## src/rtl/clkdiv_pkg.sv

```systemverilog
// Shared constants, counter type and divisor clamp for the programmable clock-divider bank.
package clkdiv_pkg;

    localparam int CNT_W_DEF       = 32;
    localparam int DEFAULT_DIV_DEF = 50000000;

    typedef logic [CNT_W_DEF-1:0] cnt_t;

    // Divisors 0 and 1 both mean "tick every cycle".
    function automatic logic [63:0] div_clamp(input logic [63:0] n);
        return (n == 64'd0) ? 64'd1 : n;
    endfunction

endpackage

```

## src/rtl/clkdiv_chan.sv

```systemverilog
// One divider channel: counter, shadow/active divisor, registered tick and 50% clk_div.
// Optional manual stepping when CLKDIV_STEP_EN is defined.
module clkdiv_chan
    import clkdiv_pkg::*;
#(
    parameter int CNT_W       = CNT_W_DEF,
    parameter int DEFAULT_DIV = DEFAULT_DIV_DEF
) (
    input  logic             clk,
    input  logic             rst_n,
    input  logic             en_i,
    input  logic             ld_i,
    input  logic [CNT_W-1:0] wr_div_i,
`ifdef CLKDIV_STEP_EN
    input  logic             step_mode_i,
    input  logic             step_i,
`endif
    output logic             tick_o,
    output logic             clk_div_o
);

    localparam logic [CNT_W-1:0] ONE   = CNT_W'(1);
    localparam logic [CNT_W-1:0] DIV_R = CNT_W'(DEFAULT_DIV);

    logic [CNT_W-1:0] count_q, count_d;
    logic [CNT_W-1:0] div_shd_q, div_shd_d;
    logic [CNT_W-1:0] div_act_q, div_act_d;
    logic [CNT_W-1:0] div_eff;
    logic             tick_q, tick_d;
    logic             clk_div_q, clk_div_d;
    logic             terminal;

    // Clamp before subtracting so a zero divisor cannot underflow the compare.
    assign div_eff  = CNT_W'(div_clamp(64'(div_act_q)));
    assign terminal = (count_q == div_eff - ONE);

    always_comb begin
        div_shd_d = ld_i ? wr_div_i : div_shd_q;
        count_d   = count_q;
        div_act_d = div_act_q;
        tick_d    = 1'b0;
        clk_div_d = clk_div_q;
`ifdef CLKDIV_STEP_EN
        if (step_mode_i) begin
            if (ld_i) begin
                div_act_d = wr_div_i;
                count_d   = '0;
            end
            if (en_i && step_i) begin
                tick_d    = 1'b1;
                clk_div_d = ~clk_div_q;
            end
        end else
`endif
        if (!en_i) begin
            if (ld_i) begin
                div_act_d = wr_div_i;
                count_d   = '0;
            end
        end else if (terminal) begin
            count_d   = '0;
            tick_d    = 1'b1;
            clk_div_d = ~clk_div_q;
            div_act_d = div_shd_d;
        end else begin
            count_d   = count_q + ONE;
        end
    end

    always_ff @(posedge clk or negedge rst_n) begin
        if (!rst_n) begin
            count_q   <= '0;
            div_shd_q <= DIV_R;
            div_act_q <= DIV_R;
            tick_q    <= 1'b0;
            clk_div_q <= 1'b0;
        end else begin
            count_q   <= count_d;
            div_shd_q <= div_shd_d;
            div_act_q <= div_act_d;
            tick_q    <= tick_d;
            clk_div_q <= clk_div_d;
        end
    end

    assign tick_o    = tick_q;
    assign clk_div_o = clk_div_q;

endmodule

```

## src/rtl/prog_clkdiv_bank.sv

```systemverilog
// Bank of NUM_CH programmable clock dividers; decodes the divisor write port per channel.
// Optional step_mode/step ports when CLKDIV_STEP_EN is defined.
module prog_clkdiv_bank
    import clkdiv_pkg::*;
#(
    parameter int  NUM_CH      = 2,
    parameter int  CNT_W       = CNT_W_DEF,
    parameter int  DEFAULT_DIV = DEFAULT_DIV_DEF,
    localparam int CH_W        = (NUM_CH > 1) ? $clog2(NUM_CH) : 1
) (
    input  logic              clk,
    input  logic              rst_n,
    input  logic [NUM_CH-1:0] en,
    input  logic              wr_en,
    input  logic [CH_W-1:0]   wr_ch,
    input  logic [CNT_W-1:0]  wr_div,
`ifdef CLKDIV_STEP_EN
    input  logic              step_mode,
    input  logic              step,
`endif
    output logic [NUM_CH-1:0] tick,
    output logic [NUM_CH-1:0] clk_div
);

    logic [NUM_CH-1:0] ld;

    for (genvar i = 0; i < NUM_CH; i++) begin : g_ch
        // Out-of-range channel numbers match no channel, so such writes are dropped.
        assign ld[i] = wr_en && (32'(wr_ch) == i);

        clkdiv_chan #(
            .CNT_W       (CNT_W),
            .DEFAULT_DIV (DEFAULT_DIV)
        ) u_chan (
            .clk         (clk),
            .rst_n       (rst_n),
            .en_i        (en[i]),
            .ld_i        (ld[i]),
            .wr_div_i    (wr_div),
`ifdef CLKDIV_STEP_EN
            .step_mode_i (step_mode),
            .step_i      (step),
`endif
            .tick_o      (tick[i]),
            .clk_div_o   (clk_div[i])
        );
    end

endmodule
```

## config.mk

```make
export PLATFORM = sky130hd
export DESIGN_NAME = prog_clkdiv_bank
export DESIGN_NICKNAME = d
export VERILOG_FILES = /design/src/rtl/clkdiv_pkg.sv /design/src/rtl/clkdiv_chan.sv /design/src/rtl/prog_clkdiv_bank.sv
export SDC_FILE = /design/constraint.sdc
export NUM_CORES = 1
export LEC_CHECK = 0
export CORE_UTILIZATION = 57
export CTS_CLUSTER_DIAMETER = 40
export DETAILED_ROUTE_END_ITERATION = 8
export GPL_ROUTABILITY_DRIVEN = 0
export PLACE_DENSITY = 0.78
export SLEW_MARGIN = 20
export SYNTH_ARGS = -nofsm -noshare
export SYNTH_HDL_FRONTEND = slang
export SYNTH_SLANG_ARGS = --single-unit
```

## constraint.sdc

```tcl
create_clock -name clk -period 4.38 [get_ports clk]
set_clock_uncertainty 0.1 [all_clocks]
set_input_delay 0.657 -clock clk [delete_from_list [all_inputs] [get_ports clk]]
set_output_delay 0.657 -clock clk [all_outputs]
set_load 0.05 [all_outputs]
```

==> results.md <==
- Outcome: finished clean
- Relative slew slack: 0.3708
- Largest net degree at the start of global routing: 100
- Combinational Power Share: 0.227
- Net switching share of the total power: 0.3197
- Final hold viol count: 0
- Final net count: 1484
- Share of flip-flops with an asynchronous set or reset: 1.000
- Clk pwr share: 0.318
- Pleak: 6.323 nW
- TritonCTS Sinks: 196
- Vias in the first global route: between 10000 and 15000
- Max layer used: met4
- Kind of critical path: reg -> reg
- Most used DFF post-synth: dfrtp_1
- Met2 Routed Length: about 16000 µm
- Num ports: between 40 and 50
- Max Cap Viol: 0
- Netlist cell types: slightly below 80
- DR WL met3: 2767 µm
- Hpwl dp: roughly 24000 µm
- Core Footprint: 0.02182 mm²
- Max-slew violations: 0
- Row count: 54
- Simple-gate share of the synthesized area: 0.2292
- CP Launch Type: flop
- Seq pwr share: 0.455
- Max FO, Critical Path: 9
- Synth Cell Area: 0.01268 mm²
- Via count: 11400
- DIE WIDTH: between 150 and 200 µm
- TritonCTS buffer count: 17
- Routed Wire Length: about 34000 µm
- Critical path data arrival time: around 4.5 ns
- P_int: 3.296 mW
- YS warnings: 0
- Commonest non-fill, non-tap cell in the layout: dfrtp_1
- Die Ht: 151.2 µm
- Worst EP required: around 4.6 ns
- XOR/XNOR Fraction of Synth Area: 0.06559
- Layout cells sized above 1: 0.1656
- Setup ws final: around 0.09 ns
- # hold bufs at CTS: 0
- Die area: 0.02285 mm²
- # diodes: 0
- F_max: 233.2 MHz
- Total congestion overflow: 0
- Worst-Margin Slew: 0.9438 ns
- Max IR drop VDD: between 0.0002 and 0.00025 V
- H-tree depth: 4
- Synthesized-area fraction occupied by ao, oa, aoi and oai cells: 0.1980
- Syn avg cell area: just over 9 µm²
- Count of input and output buffers: 41
- Area Overhead vs Synth: 15.13%
- Final core occ: 0.6692
- Wirelength per Cell: 19.85 µm
- Synth Register Bits: a little under 200
- Main combinational cell family by area after synthesis: simple AND/OR/NAND/NOR gates
- Iter 0 DRT Violations: about 1200
- Mux contribution to synthesized area: 0.06224
- RSZ-0062 raised after global routing: yes
- Synth Net Count: roughly 1400
- # DRC: 0
- Cell count after synthesis: 1389
- Clock-pin transition on the worst setup and hold timing paths: about 0.080 ns
- Sw power: ~1.5 mW
- Post-DRT Antenna Nets: 0
- Global-route wire length before repair: 54450 µm
- CTS tree: built
- Tot GR Track Use: 0.3047
- Wl on met1: 15250 µm
- Tcrit/Tclk final: 0.9791
- Number of flops mapped to enable cells by yosys: 0
- Drt pass-1 iters: 6
- Setup-failing EPs final: 0
- Endpoint type of the worst setup path: flop
- Clock buffer depth: 2
- Post-place setup slack: -0.05381 ns
- Most frequent cells in the layout: 148 x dfrtp_1, 96 x a211oi_1, 96 x buf_4
- Initial antenna violation count: 0
- PwrDens: approximately 330 mW/mm²
- Min Hold Slack: ~0.17 ns
- Min cycle time layout: around 4.3 ns
- Root buffer cell: clkbuf_16
- Starting Density: 0.5812
- Sequential share of the synthesized area: 0.3914
- Vias per Instance: between 6 and 7
- Worst skew pair latency: around 0.44 ns
- Synth Area in Adders: 0.003946
- HP Class: in -> async
-- flip-flops by register name, summed over array words and instances, names as in the netlist --
name                   cells
g_ch.u_chan.div_act_q     64
g_ch.u_chan.count_q       64
g_ch.u_chan.tick_o         2
g_ch.u_chan.div_shd_q     64
g_ch.u_chan.clk_div_o      2
-- worst max-delay path, cell delays in order (launching register included) --
cell       delay [ns]
dfrtp_1          0.40
or4_4            0.57
nor4_4           0.20
nor4b_4          0.27
nor2_1           0.08
ha_2             0.20
nor3b_4          0.15
and3_1           0.18
or3_4            0.35
a2111oi_4        0.29
nand4_1          0.19
nor4_4           0.38
a31oi_4          0.20
buf_6            0.18
buf_8            0.13
a21o_1           0.15
a22o_1           0.18
-- per-stage QoR --
| step | power [mW] | area, µm² | cells | setup TNS (ns) |
|---|---|---|---|---|
| global placement | 3.224 | 13720 | 1690 | 0 |
| global route | 5.045 | 14600 | 1735 | -0.7387 |
| finish | 4.845 | 14600 | 1735 | 0 |
| floorplan | 2.879 | 12710 | 1389 | 0 |
| detailed placement | 3.267 | 13720 | 1690 | -0.1486 |
| CTS | 4.806 | 14350 | 1723 | 0 |
-- worst paths after layout --
check | end | from | slack (ns) | depth (start not counted)
max in group asynchronous | g_ch[0].u_chan.div_shd_q[13]$_DFF_PN1_ | rst_n | 3.00 | 2
setup / recovery | g_ch[1].u_chan.count_q[7]$_DFFE_PN0P_ | g_ch[1].u_chan.div_act_q[3]$_DFFE_PN0P_ | 0.09 | 16
hold / removal | g_ch[1].u_chan.clk_div_o$_DFFE_PN0P_ | rst_n | 0.17 | 1
min in group clk | g_ch[1].u_chan.clk_div_o$_DFFE_PN0P_ | g_ch[1].u_chan.clk_div_o$_DFFE_PN0P_ | 0.36 | 1
hold reg to reg | g_ch[1].u_chan.clk_div_o$_DFFE_PN0P_ | g_ch[1].u_chan.clk_div_o$_DFFE_PN0P_ | 0.36 | 1
setup reg to reg | g_ch[1].u_chan.count_q[7]$_DFFE_PN0P_ | g_ch[1].u_chan.div_act_q[3]$_DFFE_PN0P_ | 0.09 | 16
-- cell type report --
| type | instances | area, µm² |
|---|---|---|
| Multi-Input combinational cell | 1050 | 7279 |
| Fill cell | 1710 | 7219 |
| Sequential cell | 196 | 4965 |
| Timing Repair Buffer | 148 | 1335 |
| Clock buffer | 19 | 454.2 |
| Tap cell | 280 | 350.3 |
| Clock inverter | 13 | 111.4 |
| Inverter | 29 | 108.9 |
-- power groups by stage --
stage	Combinational [mW]	Sequential, mW	Clock (mW)
after floorplan	0.704	2.18	0
after global placement	1.00	2.22	0
after detailed placement	1.04	2.23	0
after CTS	1.05	2.20	1.55
after global routing	1.20	2.23	1.62
final	1.10	2.21	1.54
-- cell usage after synthesis, types with 6 or more instances --
master | number | share of area
buf_2 | 20 | 0.0079
and2_1 | 36 | 0.018
nand3b_1 | 6 | 0.0036
nand2_1 | 84 | 0.025
nor2_1 | 80 | 0.024
a21oi_1 | 61 | 0.024
mux2i_1 | 71 | 0.056
dfstp_2 | 48 | 0.099
a31oi_1 | 6 | 0.0030
xnor2_1 | 43 | 0.030
o311ai_1 | 9 | 0.0062
or4_1 | 7 | 0.0041
nor4_1 | 21 | 0.010
a21o_1 | 67 | 0.040
buf_6 | 7 | 0.0062
a221o_1 | 8 | 0.0063
a211oi_1 | 96 | 0.057
a22o_1 | 10 | 0.0069
or3_1 | 11 | 0.0054
xor2_1 | 52 | 0.036
dfrtp_1 | 148 | 0.29
nand3_1 | 50 | 0.020
and3_1 | 51 | 0.025
inv_1 | 28 | 0.0083
o21ai_0 | 19 | 0.0075
o21ai_1 | 10 | 0.0039
clkbuf_1 | 79 | 0.023
o31ai_1 | 11 | 0.0065
nand4_1 | 23 | 0.011
and4_1 | 10 | 0.0069
nand2b_1 | 35 | 0.017
o211ai_1 | 7 | 0.0041
nor3_1 | 68 | 0.027
or2_2 | 7 | 0.0035
-- layer usage --
layer,track usage,vias to the layer above
li1,-,5249
met1,0.4401,5603
met2,0.4670,483
met3,0.05271,60
met4,0.09000,0
met5,0,-
-- logic make-up (layout without fill, tap and decap cells) --
logic type	after synthesis	after routing
compound gates	349	349
fa+ha+maj	4	4
mux	78	78
xor+xnor	95	95
buf+inv	143	209
simple gates	524	524
flops	196	196
-- what timing repair did --
item                       4_1_cts  5_1_grt
resized for setup                5       25
setup endpoints to repair       41       79
setup buffers                    0       10
pin swaps                        3        8
cloned                           1        2
Note: power is estimated with default switching activity, not from simulation.
